### src/rtl/obsonet_pkg.sv
// Shared types and default timing for the cartridge flash arbiter.
// Optional build macro used by the arbiter: OBSONET_WAIT_EN.
package obsonet_pkg;

  typedef enum logic [2:0] {
    ST_IDLE    = 3'd0,
    ST_MSX     = 3'd1,
    ST_SETUP   = 3'd2,
    ST_STROBE  = 3'd3,
    ST_HOLD    = 3'd4,
    ST_RECOVER = 3'd5
  } state_t;

  localparam int ADDR_W_DEF  = 19;
  localparam int T_SETUP_DEF = 2;
  localparam int T_PULSE_DEF = 4;
  localparam int T_HOLD_DEF  = 2;
  localparam int T_GUARD_DEF = 3;
  localparam int CNT_W       = 3;

endpackage

### src/rtl/sync_2ff.sv
// Two-flop synchronizer for a single active-low level; resets to the inactive (1) value.
module sync_2ff (
  input  logic clk50m,
  input  logic rst_n,
  input  logic d,
  output logic q
);

  logic meta;

  always_ff @(posedge clk50m or negedge rst_n) begin
    if (!rst_n) begin
      meta <= 1'b1;
      q    <= 1'b1;
    end else begin
      meta <= d;
      q    <= meta;
    end
  end

endmodule

### src/rtl/flash_access_arbiter.sv
// Arbitrates cartridge flash between the MSX slot (priority) and the ESP programmer.
// Build option: define OBSONET_WAIT_EN to stall the MSX with /WAIT instead of aborting ESP cycles.
module flash_access_arbiter
  import obsonet_pkg::*;
#(
  parameter int ADDR_W  = ADDR_W_DEF,
  parameter int T_SETUP = T_SETUP_DEF,
  parameter int T_PULSE = T_PULSE_DEF,
  parameter int T_HOLD  = T_HOLD_DEF,
  parameter int T_GUARD = T_GUARD_DEF
) (
  input  logic              clk50m,
  input  logic              rst_n,
  input  logic              msx_sltsl,
  input  logic              msx_cs1,
  input  logic              msx_wr,
  output logic              msx_wait_n,
  input  logic              onet_bt1,
  input  logic              esp_req,
  input  logic              esp_we,
  input  logic [ADDR_W-1:0] esp_addr,
  input  logic [7:0]        esp_wdata,
  output logic [7:0]        esp_rdata,
  output logic              esp_ack,
  output logic              esp_err,
  input  logic [7:0]        flash_din,
  output logic              flash_ce,
  output logic              flash_oe,
  output logic              flash_wr,
  output logic              mux_esp,
  output state_t            dbg_state
);

  localparam logic [CNT_W-1:0] LD_SETUP = CNT_W'(T_SETUP - 1);
  localparam logic [CNT_W-1:0] LD_PULSE = CNT_W'(T_PULSE - 1);
  localparam logic [CNT_W-1:0] LD_HOLD  = CNT_W'(T_HOLD - 1);
  localparam logic [CNT_W-1:0] GUARD_MAX = CNT_W'(T_GUARD);

  // Handshake: esp_req is a level held (with esp_we/addr/wdata stable) until a
  // one-cycle esp_ack or esp_err; it is only consumed in IDLE, never right after RECOVER.

  state_t           state, state_nx;
  logic [CNT_W-1:0] cnt, cnt_nx;
  logic [CNT_W-1:0] guard;
  logic             sel_s;
  logic             block;
  logic             esp_busy;
  logic             abort;
  logic             guard_ok;
  logic             unused_esp_bus;

  // Address and write data reach the flash through the external mux.
  assign unused_esp_bus = ^{esp_addr, esp_wdata};

  sync_2ff u_sync (
    .clk50m (clk50m),
    .rst_n  (rst_n),
    .d      (msx_sltsl),
    .q      (sel_s)
  );

  assign dbg_state = state;
  assign esp_busy  = (state == ST_SETUP) || (state == ST_STROBE) || (state == ST_HOLD);
  assign guard_ok  = (guard == GUARD_MAX);

`ifdef OBSONET_WAIT_EN
  logic wait_lat;
  assign abort      = 1'b0;
  assign msx_wait_n = !((esp_busy && !sel_s) || wait_lat);
`else
  assign abort      = esp_busy && !sel_s;
  assign msx_wait_n = 1'b1;
`endif

  always_comb begin
    state_nx = state;
    cnt_nx   = (cnt != '0) ? cnt - 1'b1 : cnt;
    flash_ce = !onet_bt1 | msx_sltsl;
    flash_oe = msx_cs1;
    flash_wr = msx_wr;
    mux_esp  = 1'b0;
    esp_ack  = 1'b0;
    esp_err  = 1'b0;
    case (state)
      ST_IDLE: begin
        // A slot access seen in the same cycle as an ESP start takes precedence.
        if (!sel_s) begin
          state_nx = ST_MSX;
        end else if (esp_req && guard_ok && !block) begin
          state_nx = ST_SETUP;
          cnt_nx   = LD_SETUP;
        end
      end
      ST_MSX: begin
        if (sel_s) state_nx = ST_IDLE;
      end
      ST_SETUP: begin
        flash_ce = 1'b0;
        flash_oe = 1'b1;
        flash_wr = 1'b1;
        mux_esp  = 1'b1;
        if (cnt == '0) begin
          state_nx = ST_STROBE;
          cnt_nx   = LD_PULSE;
        end
      end
      ST_STROBE: begin
        flash_ce = 1'b0;
        flash_oe = esp_we;
        flash_wr = !esp_we;
        mux_esp  = 1'b1;
        if (cnt == '0) begin
          state_nx = ST_HOLD;
          cnt_nx   = LD_HOLD;
        end
      end
      ST_HOLD: begin
        flash_ce = 1'b0;
        flash_oe = 1'b1;
        flash_wr = 1'b1;
        mux_esp  = 1'b1;
        if (cnt == '0) state_nx = ST_RECOVER;
      end
      ST_RECOVER: begin
        flash_ce = 1'b1;
        flash_oe = 1'b1;
        flash_wr = 1'b1;
        esp_ack  = 1'b1;
        state_nx = ST_IDLE;
      end
      default: state_nx = ST_IDLE;
    endcase
    if (abort) begin
      flash_ce = 1'b1;
      flash_oe = 1'b1;
      flash_wr = 1'b1;
      mux_esp  = 1'b0;
      esp_err  = 1'b1;
      state_nx = ST_MSX;
      cnt_nx   = '0;
    end
  end

  always_ff @(posedge clk50m or negedge rst_n) begin
    if (!rst_n) begin
      state     <= ST_IDLE;
      cnt       <= '0;
      guard     <= '0;
      block     <= 1'b0;
      esp_rdata <= 8'h00;
    end else begin
      state <= state_nx;
      cnt   <= cnt_nx;
      block <= (state == ST_RECOVER);
      if (!sel_s) begin
        guard <= '0;
      end else if (!guard_ok) begin
        guard <= guard + 1'b1;
      end
      if ((state == ST_STROBE) && (cnt == '0) && !esp_we && !abort) begin
        esp_rdata <= flash_din;
      end
    end
  end

`ifdef OBSONET_WAIT_EN
  // /WAIT stays asserted through RECOVER once the slot was selected mid-cycle.
  always_ff @(posedge clk50m or negedge rst_n) begin
    if (!rst_n) begin
      wait_lat <= 1'b0;
    end else if (state == ST_RECOVER) begin
      wait_lat <= 1'b0;
    end else if (esp_busy && !sel_s) begin
      wait_lat <= 1'b1;
    end
  end
`endif

endmodule

### config.mk
export PLATFORM = sky130hd
export DESIGN_NAME = flash_access_arbiter
export DESIGN_NICKNAME = d
export VERILOG_FILES = /design/src/rtl/obsonet_pkg.sv /design/src/rtl/sync_2ff.sv /design/src/rtl/flash_access_arbiter.sv
export SDC_FILE = /design/constraint.sdc
export NUM_CORES = 1
export LEC_CHECK = 0
export BUFFER_PORTS_ARGS = -buffer_cell sky130_fd_sc_hd__buf_2
export CELL_PAD_IN_SITES_DETAIL_PLACEMENT = 2
export CELL_PAD_IN_SITES_GLOBAL_PLACEMENT = 2
export CORE_ASPECT_RATIO = 0.8
export CORE_UTILIZATION = 26
export CTS_BUF_LIST = sky130_fd_sc_hd__clkbuf_8 sky130_fd_sc_hd__clkbuf_16
export CTS_CLUSTER_DIAMETER = 40
export CTS_CLUSTER_SIZE = 20
export DETAILED_ROUTE_END_ITERATION = 7
export PLACE_DENSITY_LB_ADDON = 0.1
export SLEW_MARGIN = 40
export SYNTH_ARGS = -nofsm -noshare
export SYNTH_HDL_FRONTEND = slang
export SYNTH_HIERARCHICAL = 1
export SYNTH_SLANG_ARGS = --single-unit
### constraint.sdc
create_clock -name clk50m -period 4.25 [get_ports clk50m]
set_input_delay 0.85 -clock clk50m [delete_from_list [all_inputs] [get_ports clk50m]]
set_output_delay 0.85 -clock clk50m [all_outputs]
set_load 0.01 [all_outputs]
==> metrics.log, run 1 <==
INFO  metric clock_tree.root_cell = clkbuf_8
INFO  metric placed_cells_incl_taps = 174
INFO  metric drc = 0
INFO  metric maximum_operating_frequency = 385.7 MHz
INFO  metric cts_repair_resize_count = 0
INFO  metric final_core_density = 0.3376
INFO  metric number_of_h_tree_levels = 1
INFO  metric synthDominantCellAreaShare = 0.4276
INFO  metric run_status = completed
INFO  metric drt-pass1-iter-count = 4
INFO  metric grt_max_degree = 21
INFO  metric tritoncts_num_sinks = 20
INFO  metric cell_count_final_fillers_out = 178
INFO  metric design_area = 1292 um2
INFO  metric post-place-ws = 1.933 ns
INFO  metric wire_per_inst = roughly 14 um
INFO  metric io_pins = 61
INFO  metric fin_crit_sh = 0.6100
INFO  metric die_width = 73.17 um
INFO  metric edff_count_synth = 0
INFO  metric start_util = 0.2752
INFO  metric max_cap_violations = 0
INFO  metric drt_iter0_drc = 44
INFO  metric clock_skew = 0.003343 ns
INFO  metric synth-main-ff-cell = dfrtp_1
INFO  metric cts-hold-fix-buffers = 0
INFO  metric postSynth.asyncResetShare = 1.000
INFO  metric grt.total_usage = 0.1260
INFO  metric hpwlAfterDp = around 1.8 mm
INFO  metric antenna_diodes = 0
INFO  metric yosys_warnings = 6
INFO  metric postRouteAntennaNets = 0
INFO  metric crit_path_start_kind = flop
INFO  metric finalWorstSetupSlack = 1.657 ns
INFO  metric post_synth_most_frequent_cells = dfrtp_1, mux2_2, inv_1
INFO  metric dieArea = between 4000 and 5000 um2
INFO  metric synth.net_count = 140
INFO  metric clock_tree_from_tritoncts = built
INFO  metric final_layout_size_suffix_gt1_frac = 0.3984
INFO  metric final.min_clock_period = 2.593 ns
INFO  metric routabilityCongestion = around 0.73
INFO  metric routed-via-count = 801
INFO  metric synth.ff_latch_count = 20
INFO  metric cp_data_required_time = around 3.4 ns
INFO  metric postSynthAreaPerCell = 11.45 um2
INFO  metric grt_first_pass_wirelength = 3.953 mm
INFO  metric cts_made_buffers = 3
INFO  metric synth-seq-area-share = 0.4774
INFO  metric synth_top_cells_by_area = dfrtp_1, mux2_2, ha_1
INFO  metric most_frequent_cell_after_synthesis = dfrtp_1
INFO  metric vias_in_the_first_global_route = 815
INFO  metric powerDensity = between 400 and 500 nW/um2
INFO  metric timing.setup.tns = 0 ns
INFO  metric hold_viol = 0
INFO  metric grt_antenna_before_repair = 0
INFO  metric flow.area_growth_from_synthesis = 22.68%
INFO  metric worst_ep_arrival_time = roughly 1.7 ns
INFO  metric final.fill_count = 433
INFO  metric synth_cells = 92
INFO  metric synthDominantAreaCellType = dfrtp_1
INFO  metric routed_via_density = 4.500
INFO  metric die_y = 58.94 um
INFO  metric final-setup-viol-count = 0
INFO  metric rsz0062_at_grt = no
INFO  metric cts.reportedPaths.clkPinSlew = ~0.080 ns
INFO  metric criticalPathCategory = flop to output pin
INFO  metric num_rows = 20
INFO  metric finish.net_count = 172
INFO  metric power_leakage = roughly 0.66 nW
INFO  metric numPortBuffers = 32
INFO  metric core_area = 3829 um2
INFO  metric postRouteWirelength = 2.405 mm
INFO  metric distinct_cell_type_count_of_the_synthesized_netlist = 39
INFO  metric endpoint_kind = output pin
INFO  metric ir_drop = 0.1933 mV
INFO  metric grt.overflow.total = 0
INFO  metric hold_path_class = flop to flop
INFO  metric drv_slew = 0
INFO  metric post_dp_cell_area = 1247 um2
INFO  metric cts_setup_buffers = 0
INFO  metric worst-path-max-fanout = 13
INFO  metric post_synth_instance_area = 1054 um2
INFO  metric max-clock-path-buffers = 2
INFO  metric clk_latency = 0.26 ns
-- logic make-up (layout without fill, tap and decap cells) --
logic type                 count (synthesis)  count (layout)  share of synthesized area
xor gates and xnor gates                   2               2                    0.01663
other                                      1               1                   0.003560
buffers and inverters                     11              42                    0.05462
muxes                                     10              10                     0.1045
adders and majority gates                  5               5                    0.05938
DFF                                       20              20                     0.4774
and+or+nand+nor                           25              25                     0.1580
AOI/OAI and AO/OA                         18              18                     0.1259
-- path summary, 6_finish.rpt --
check,startpoint,slack (ns),cells past startpoint,endpoint
min in group asynchronous,rst_n,0.54,1,esp_rdata[5]
worst max-delay path,dbg_state[2],1.66,3,esp_err
worst min-delay path,u_sync/meta,0.36,0,u_sync/q
worst max register to register,guard[0],2.48,5,cnt[1]
worst min register to register,u_sync/meta,0.36,0,u_sync/q
max in group asynchronous,rst_n,3.36,1,u_sync/q
-- placed cells by master (no fill, tap or decap), types with 2 or more instances in the layout --
cell and instances:
a211oi_1 2, a21o_1 2, a21oi_1 4, a311oi_1 2, and2_1 3, buf_2 32
clkbuf_8 3, dfrtp_1 18, dfstp_2 2, ha_1 5, inv_1 7, mux2_2 8
mux2i_1 2, nand2_1 2, nor2_1 5, nor2b_1 3, nor3b_1 2, o21ai_0 2
-- metal layers --
layer,wire [um],track usage,up-vias,share of wire
li1,-,-,381,-
met1,1141,0.1688,404,0.47
met2,1162,0.1958,14,0.48
met3,79,0.04110,2,0.033
met4,21,0.03361,0,0.0087
met5,0,0,-,0
-- power breakdown --
part	switching (mW)	total, mW	internal, mW
clock	0.0633	0.128	0.0643
sequential	0.0231	0.243	0.220
combinational	0.0913	0.178	0.0866
-- flip-flops by register name (all words and copies together) (netlist names) --
signal,cells
u_sync/meta,1
esp_rdata,8
guard,3
cnt,3
dbg_state,3
block,1
u_sync/q,1
-- final cells by class --
type	instances	area [um2]	area share
clock buffers	3	41.29	0.03195
clock inverters	1	3.754	0.002904
multi-input cells	61	493.0	0.3814
inverters	6	22.52	0.01742
well taps	55	68.82	0.05324
flip-flops and latches	20	503.0	0.3892
repair buffers	32	160.2	0.1239
-- per-stage QoR --
step           hold slack, ns  total power [mW]
5_1_grt                0.3635            0.5928
3_3_place_gp           0.3456            0.4195
3_5_place_dp           0.3494            0.4301
6_report               0.3580            0.5487
2_1_floorplan          0.3452            0.3744
4_1_cts                0.3608            0.5616
-- worst max-delay path: stages (launching register included) --
cell	delay (ns)
dfrtp_1	0.58
or3b_1	0.45
a21oi_2	0.27
buf_2	0.18
Power figures use the tool's default switching activity.
==> run 2, diff against run 1 <==
- CORE_UTILIZATION: 26 -> 25
- clock period: 4.25 -> 2.6 ns (I/O delays scaled with it)
==> metrics.log, run 2 (synthesized netlist as in run 1, its figures left out) <==
INFO  metric power_leakage = 0.6710 nW (was 0.6637 nW)
INFO  metric final_core_density = 0.3356 (was 0.3376)
INFO  metric cts_repair_resize_count = 0 (unchanged)
INFO  metric antenna_diodes = 0 (unchanged)
INFO  metric drc = 0 (unchanged)
INFO  metric postRouteAntennaNets = 0 (unchanged)
INFO  metric final.fill_count = 447 (was 433)
INFO  metric dieArea = 4479 um2 (was 4312 um2)
INFO  metric grt_antenna_before_repair = 0 (unchanged)
INFO  metric hpwlAfterDp = 2.082 mm (was 1.841 mm)
INFO  metric grt_max_degree = 21 (unchanged)
INFO  metric final.min_clock_period = 2.312 ns
INFO  metric post-place-ws = 0.5703 ns (was 1.933 ns)
INFO  metric finalPower = 0.9276 mW (was 0.5487 mW)
INFO  metric regArea = 503.0 um2 (unchanged)
INFO  metric fin_hold_ws = 0.2101 ns (was 0.3580 ns)
INFO  metric cts.reportedPaths.clkPinSlew = 0.07 ns (was 0.08 ns)
INFO  metric endpoint_kind = output pin (unchanged)
INFO  metric cp_data_required_time = 2.08 ns (was 3.40 ns)
INFO  metric cts_setup_buffers = 0 (unchanged)
INFO  metric clk_latency = 0.26 ns (about the same)
INFO  metric rsz0062_at_grt = no (unchanged)
INFO  metric numPortBuffers = 32 (unchanged)
INFO  metric run_status = completed (unchanged)
INFO  metric crit_path_start_kind = flop (unchanged)
INFO  metric tritoncts_num_sinks = 20 (unchanged)
INFO  metric final-setup-viol-count = 0 (unchanged)
INFO  metric flow.area_growth_from_synthesis = 24.35% (was 22.68%)
INFO  metric cts_made_buffers = 3 (unchanged)
INFO  metric timing.setup.tns = 0 ns (unchanged)
INFO  metric drt_iter0_drc = 25 (was 44)
INFO  metric design_area = 1310 um2 (was 1292 um2)
INFO  metric cts-hold-fix-buffers = 0 (unchanged)
INFO  metric mostFrequentLayoutCell = buf_2 (unchanged)
INFO  metric grt.total_usage = 0.1386 (was 0.1260)
INFO  metric final_layout_size_suffix_gt1_frac = 0.4113 (was 0.3984)
INFO  metric regMostFlops = esp_rdata (unchanged)
INFO  metric maximum_operating_frequency = 432.6 MHz
INFO  metric fin_crit_sh = 0.8891
INFO  metric num_rows = 20 (unchanged)
INFO  metric drv_slew = 0 (unchanged)
INFO  metric wire_per_inst = 14.83 um (was 13.51 um)
INFO  metric clock_skew = 0.002204 ns (was 0.003343 ns)
INFO  metric routed-via-count = 817 (was 801)
INFO  metric die_width = 74.58 um (was 73.17 um)
INFO  metric max-clock-path-buffers = 2 (unchanged)
INFO  metric powerDensity = 708.1 nW/um2 (was 424.5 nW/um2)
INFO  metric routabilityCongestion = 0.7254 (was 0.7344)
INFO  metric finalWorstSetupSlack = 0.2883 ns (was 1.657 ns)
INFO  metric max_cap_violations = 0 (unchanged)
INFO  metric post_dp_cell_area = 1255 um2 (was 1247 um2)
INFO  metric layout_common_cells = buf_2, dfrtp_1, mux2_2 (unchanged)
INFO  metric die_y = 60.06 um (was 58.94 um)
INFO  metric multiInputGateArea = 493.0 um2 (unchanged)
INFO  metric criticalPathCategory = flop to output pin (unchanged)
INFO  metric launch_instance_of_the_worst_register_to_register_path = guard[0] (unchanged)
INFO  metric start_util = 0.2699 (was 0.2752)
INFO  metric finish.net_count = 173 (was 172)
INFO  metric clock_tree_from_tritoncts = built (unchanged)
INFO  metric postRouteWirelength = 2.654 mm (was 2.405 mm)
INFO  metric timing.reg2reg.worst_path_depth = 5 (unchanged)
INFO  metric vias_in_the_first_global_route = 910 (was 815)
INFO  metric rr_endpoint = cnt[1] (unchanged)
INFO  metric worst-path-max-fanout = 13 (unchanged)
INFO  metric io_pins = 61 (unchanged)
INFO  metric hold_path_class = input pin to async pin (was flop to flop)
INFO  metric number_of_h_tree_levels = 1 (unchanged)
INFO  metric grt_first_pass_wirelength = 4.422 mm (was 3.953 mm)
INFO  metric worst_ep_arrival_time = 1.79 ns (was 1.74 ns)
INFO  metric worst-r2r-setup-slack = 0.83 ns (was 2.48 ns)
INFO  metric ir_drop = 0.2686 mV (was 0.1933 mV)
INFO  metric placed_cells_incl_taps = 175 (was 174)
INFO  metric largest_reg_flops = 8 (unchanged)
INFO  metric grt.overflow.total = 0 (unchanged)
INFO  metric cell_count_final_fillers_out = 179 (was 178)
INFO  metric hold_viol = 0 (unchanged)
INFO  metric clock_tree.root_cell = clkbuf_8 (unchanged)
INFO  metric routed_via_density = 4.564 (was 4.500)
INFO  metric drt-pass1-iter-count = 4 (unchanged)
INFO  metric core_area = 3904 um2 (was 3829 um2)
run 2: power breakdown:
part	total [mW]	switching (mW)	leakage, nW	internal [mW]
clock	0.239	0.105	0.0288	0.135
combinational	0.291	0.149	0.381	0.142
sequential	0.398	0.0376	0.262	0.360
run 2: worst max-delay path by stage:
stage / start / to / slack [ns] / depth (start not counted)
final: dbg_state[2] / esp_err / 0.29 / 3
after global routing: dbg_state[2] / esp_err / 0.17 / 3
after CTS: dbg_state[2] / esp_err / 0.26 / 3
after detailed placement: dbg_state[2] / esp_err / 0.57 / 3
after global placement: dbg_state[2] / esp_err / 0.57 / 3
after floorplan: dbg_state[0] / flash_ce / 0.69 / 4
run 2: cell type report:
| cell class | instances | share of cell area |
|---|---|---|
| sequential | 20 | 0.3840 |
| multi-input combinational | 61 | 0.3763 |
| timing repair buffer | 33 | 0.1280 |
| tap | 55 | 0.05253 |
| clock buffer | 4 | 0.04202 |
| inverter | 6 | 0.01719 |
run 2: routing by layer:
metal / global-route usage / routed length [um] / vias to the layer above
met2: 0.2214 / 1301 / 16
met5: 0 / 0 / -
li1: - / - / 387
met4: 0.04852 / 24 / 0
met3: 0.04047 / 85 / 4
met1: 0.1788 / 1243 / 410
run 2: worst max-delay path: stages (launching register included):
cell	delay, ns
dfrtp_1	0.60
or3b_1	0.45
a21oi_2	0.29
buf_2	0.19
==> run 3, diff against run 2 <==
- CORE_UTILIZATION: 25 -> 24
- SYNTH_HIERARCHICAL: 1 -> unset
- clock period: 2.6 -> 2.5 ns (I/O delays scaled with it)
==> metrics.log, run 3 <==
INFO  metric synth-main-ff-cell = dfrtp_1 (unchanged)
INFO  metric max-clock-path-buffers = 2 (unchanged)
INFO  metric endpoint_kind = output pin (unchanged)
INFO  metric p_clk_frac = 0.330 (was 0.258)
INFO  metric clk_latency = 0.26 ns (about the same)
INFO  metric postRouteWirelength = 2.569 mm (was 2.654 mm)
INFO  metric fin_crit_sh = 0.8394
INFO  metric synthDominantCellAreaShare = 0.4286 (was 0.4276)
INFO  metric routabilityCongestion = 0.6407 (was 0.7254)
INFO  metric critical_path.cell_chain = or3b_2 -> a21oi_2 -> buf_2 (was or3b_1 -> a21oi_2 -> buf_2)
INFO  metric global_route.usage.met2 = 0.2169 (was 0.2214)
INFO  metric numPortBuffers = 32 (unchanged)
INFO  metric netSwitchingPower = 0.2910 mW (was 0.2912 mW)
INFO  metric maximum_operating_frequency = 476.6 MHz
INFO  metric die_y = 61.19 um (was 60.06 um)
INFO  metric power.share.switching = 0.2895 (was 0.3139)
INFO  metric edff_count_synth = 0 (unchanged)
INFO  metric layout_common_cells = buf_2, dfrtp_1, mux2_2 (unchanged)
INFO  metric crit_path_start_kind = flop (unchanged)
INFO  metric io_pins = 61 (unchanged)
INFO  metric worst_ep_arrival_time = 1.60 ns (was 1.79 ns)
INFO  metric post_synth_most_frequent_cells = dfrtp_1, mux2_2, ha_1, inv_1 (was dfrtp_1, mux2_2, inv_1)
INFO  metric drc = 0 (unchanged)
INFO  metric synth.net_count = 141 (was 140)
INFO  metric power.internal = 0.7142 mW (was 0.6364 mW)
INFO  metric worst-path-max-fanout = 4 (was 13)
INFO  metric grt.busiest_layer = met2 (unchanged)
INFO  metric routed_via_density = 4.549 (was 4.564)
INFO  metric cts_repair_resize_count = 0 (unchanged)
INFO  metric postSynth.asyncResetShare = 1.000 (unchanged)
INFO  metric final.min_clock_period = between 2 and 2.5 ns
INFO  metric final-setup-viol-count = 0 (unchanged)
INFO  metric cts-hold-fix-buffers = 0 (unchanged)
INFO  metric finalWorstSetupSlack = 0.4016 ns (was 0.2883 ns)
INFO  metric crit_start = dbg_state[0] (was dbg_state[2])
INFO  metric largest_reg_flops = 8 (unchanged)
INFO  metric post-place-ws = 0.5986 ns (was 0.5703 ns)
INFO  metric dieArea = 4650 um2 (was 4479 um2)
INFO  metric hpwlAfterDp = 1.942 mm (was 2.082 mm)
INFO  metric grt.total_usage = 0.1184 (was 0.1386)
INFO  metric cts.reportedPaths.clkPinSlew = 0.08 ns (was 0.07 ns)
INFO  metric synth.ff_latch_count = 20 (unchanged)
INFO  metric launch_instance_of_the_worst_register_to_register_path = cnt[0] (was guard[0])
INFO  metric clock_tree_from_tritoncts = built (unchanged)
INFO  metric hold_viol = 0 (unchanged)
INFO  metric rsz0062_at_grt = no (unchanged)
INFO  metric timing.setup.tns = 0 ns (unchanged)
INFO  metric clock_skew = 0.002081 ns (was 0.002204 ns)
INFO  metric flow.area_growth_from_synthesis = 28.57% (was 24.35%)
INFO  metric distinct_cell_type_count_of_the_synthesized_netlist = 41 (was 39)
INFO  metric cp.buffers_inverters = 1 (unchanged)
INFO  metric routed-via-count = 837 (was 817)
INFO  metric drt-pass1-iter-count = 4 (unchanged)
INFO  metric worst_path_max_delay_cell = or3b_2 (was dfrtp_1)
INFO  metric hold_path_class = input pin to async pin (unchanged)
INFO  metric ir_drop = 0.2787 mV (was 0.2686 mV)
INFO  metric seq_power_share = 0.406 (was 0.429)
INFO  metric synth-seq-area-share = 0.4786 (was 0.4774)
INFO  metric vias_in_the_first_global_route = 859 (was 910)
INFO  metric finalPower = 1.005 mW (was 0.9276 mW)
INFO  metric grt.overflow.total = 0 (unchanged)
INFO  metric drt_iter0_drc = 32 (was 25)
INFO  metric clock_tree.root_cell = clkbuf_8 (unchanged)
INFO  metric timing.reg2reg.worst_path_depth = 6 (was 5)
INFO  metric critical-path-max-stage-delay = 0.51 ns (was 0.60 ns)
INFO  metric groute.layer.met3.usage = 0.03704 (was 0.04047)
INFO  metric yosys_warnings = 0 (was 6)
INFO  metric tritoncts_num_sinks = 20 (unchanged)
INFO  metric synth_top_cells_by_area = dfrtp_1, mux2_2, ha_1 (unchanged)
INFO  metric synth_cells = 93 (was 92)
INFO  metric power_leakage = 0.6746 nW (was 0.6710 nW)
INFO  metric synthDominantAreaCellType = dfrtp_1 (unchanged)
INFO  metric die_width = 75.99 um (was 74.58 um)
INFO  metric start_util = 0.2500 (was 0.2699)
INFO  metric finish.net_count = 176 (was 173)
INFO  metric number_of_h_tree_levels = 1 (unchanged)
INFO  metric mostFrequentLayoutCell = buf_2 (unchanged)
INFO  metric grt_antenna_before_repair = 0 (unchanged)
INFO  metric most_frequent_cell_after_synthesis = dfrtp_1 (unchanged)
INFO  metric cp_data_required_time = 2.00 ns (was 2.08 ns)
INFO  metric cts_made_buffers = 3 (unchanged)
INFO  metric drv_slew = 0 (unchanged)
INFO  metric grt_max_degree = 21 (unchanged)
INFO  metric max_cap_violations = 0 (unchanged)
INFO  metric powerDensity = 743.9 nW/um2 (was 708.1 nW/um2)
INFO  metric post_synth_instance_area = 1051 um2 (was 1054 um2)
INFO  metric postSynthAreaPerCell = 11.30 um2 (was 11.45 um2)
INFO  metric grt_util_met1 = 0.1382 (was 0.1788)
INFO  metric final_layout_size_suffix_gt1_frac = 0.4409 (was 0.4113)
INFO  metric core_area = 4204 um2 (was 3904 um2)
INFO  metric comb_power_share = 0.264 (was 0.313)
INFO  metric cts_setup_buffers = 0 (unchanged)
INFO  metric num_rows = 21 (was 20)
INFO  metric run_status = completed (unchanged)
INFO  metric critical_path_depth = 3 (unchanged)
INFO  metric criticalPathCategory = flop to output pin (unchanged)
INFO  metric grt_first_pass_wirelength = 4.140 mm (was 4.422 mm)
INFO  metric antenna_diodes = 0 (unchanged)
INFO  metric cpLargestDelayFamily = simple AND/OR/NAND/NOR gates (was flip-flops)
INFO  metric wire_per_inst = 13.96 um (was 14.83 um)
INFO  metric regMostFlops = esp_rdata (unchanged)
INFO  metric postRouteAntennaNets = 0 (unchanged)
-- run 3: cell count changes after synthesis, sizes merged, moves of 2 or more --
cell	previous run	this run
nor3	0	4
a311oi	2	0
nand2b	1	3
nand3b	0	2
nor2	5	3
-- run 3: worst reg2reg max path: stages, from the launching register on --
cell and delay, ns:
dfrtp_1 0.40, inv_1 0.08, ha_1 0.17, nor2b_4 0.22, inv_2 0.09, nor3_4 0.40
mux2_2 0.39
-- run 3: power by group through the flow --
| stage | Combinational [mW] | Clock [mW] | Sequential [mW] |
|---|---|---|---|
| final | 0.265 | 0.332 | 0.408 |
| after global routing | 0.308 | 0.355 | 0.415 |
| after CTS | 0.275 | 0.342 | 0.409 |
| after detailed placement | 0.274 | 0 | 0.416 |
| after global placement | 0.261 | 0 | 0.412 |
| after floorplan | 0.189 | 0 | 0.412 |
-- run 3: final timing paths --
check | endpoint | slack, ns
max | esp_err | 0.40
min in group clk50m | u_sync.meta | 0.34
max in group asynchronous | u_sync.meta | 1.96
min reg2reg | u_sync.q | 0.36
max reg2reg | esp_rdata[3] | 0.63
min | guard[1] | 0.18
-- run 3: kinds of logic (layout without fill, tap and decap cells) --
group | count (synthesis) | in the layout | share of synthesized area
simple gates | 26 | 26 | 0.1702
flops | 20 | 20 | 0.4786
compound gates | 18 | 18 | 0.1202
mux | 11 | 11 | 0.1143
buf+inv | 11 | 45 | 0.04524
fa+ha+maj | 5 | 5 | 0.05952
other cells | 1 | 1 | 0.003568
xor+xnor | 1 | 1 | 0.008335
-- run 3: area by class of cell --
class | count | area, um2
fillers | 480 | 2853
flip-flops and latches | 20 | 503.0
multi-input cells | 62 | 500.5
repair buffers | 35 | 182.7
well taps | 57 | 71.32
clock buffers | 3 | 41.29
clock inverters | 1 | 30.03
inverters | 6 | 22.52
-- run 3: stage by stage --
| step | hold WS, ns | util | instance area (um2) | std cells |
|---|---|---|---|---|
| after CTS | 0.2000 | 0.3214 | 1351 | 184 |
| final | 0.1843 | 0.3214 | 1351 | 184 |
| after detailed placement | 0.3493 | 0.3045 | 1280 | 180 |
| after global routing | 0.2175 | 0.3214 | 1351 | 184 |
| after global placement | 0.3462 | 0.3045 | 1280 | 180 |
| after floorplan | 0.2044 | - | 1051 | 93 |
-- run 3: per-layer routing --
layer,share of wire,wire length [um]
met1,0.46,1176
met2,0.50,1278
met3,0.038,98
met4,0.0058,15
met5,0,0
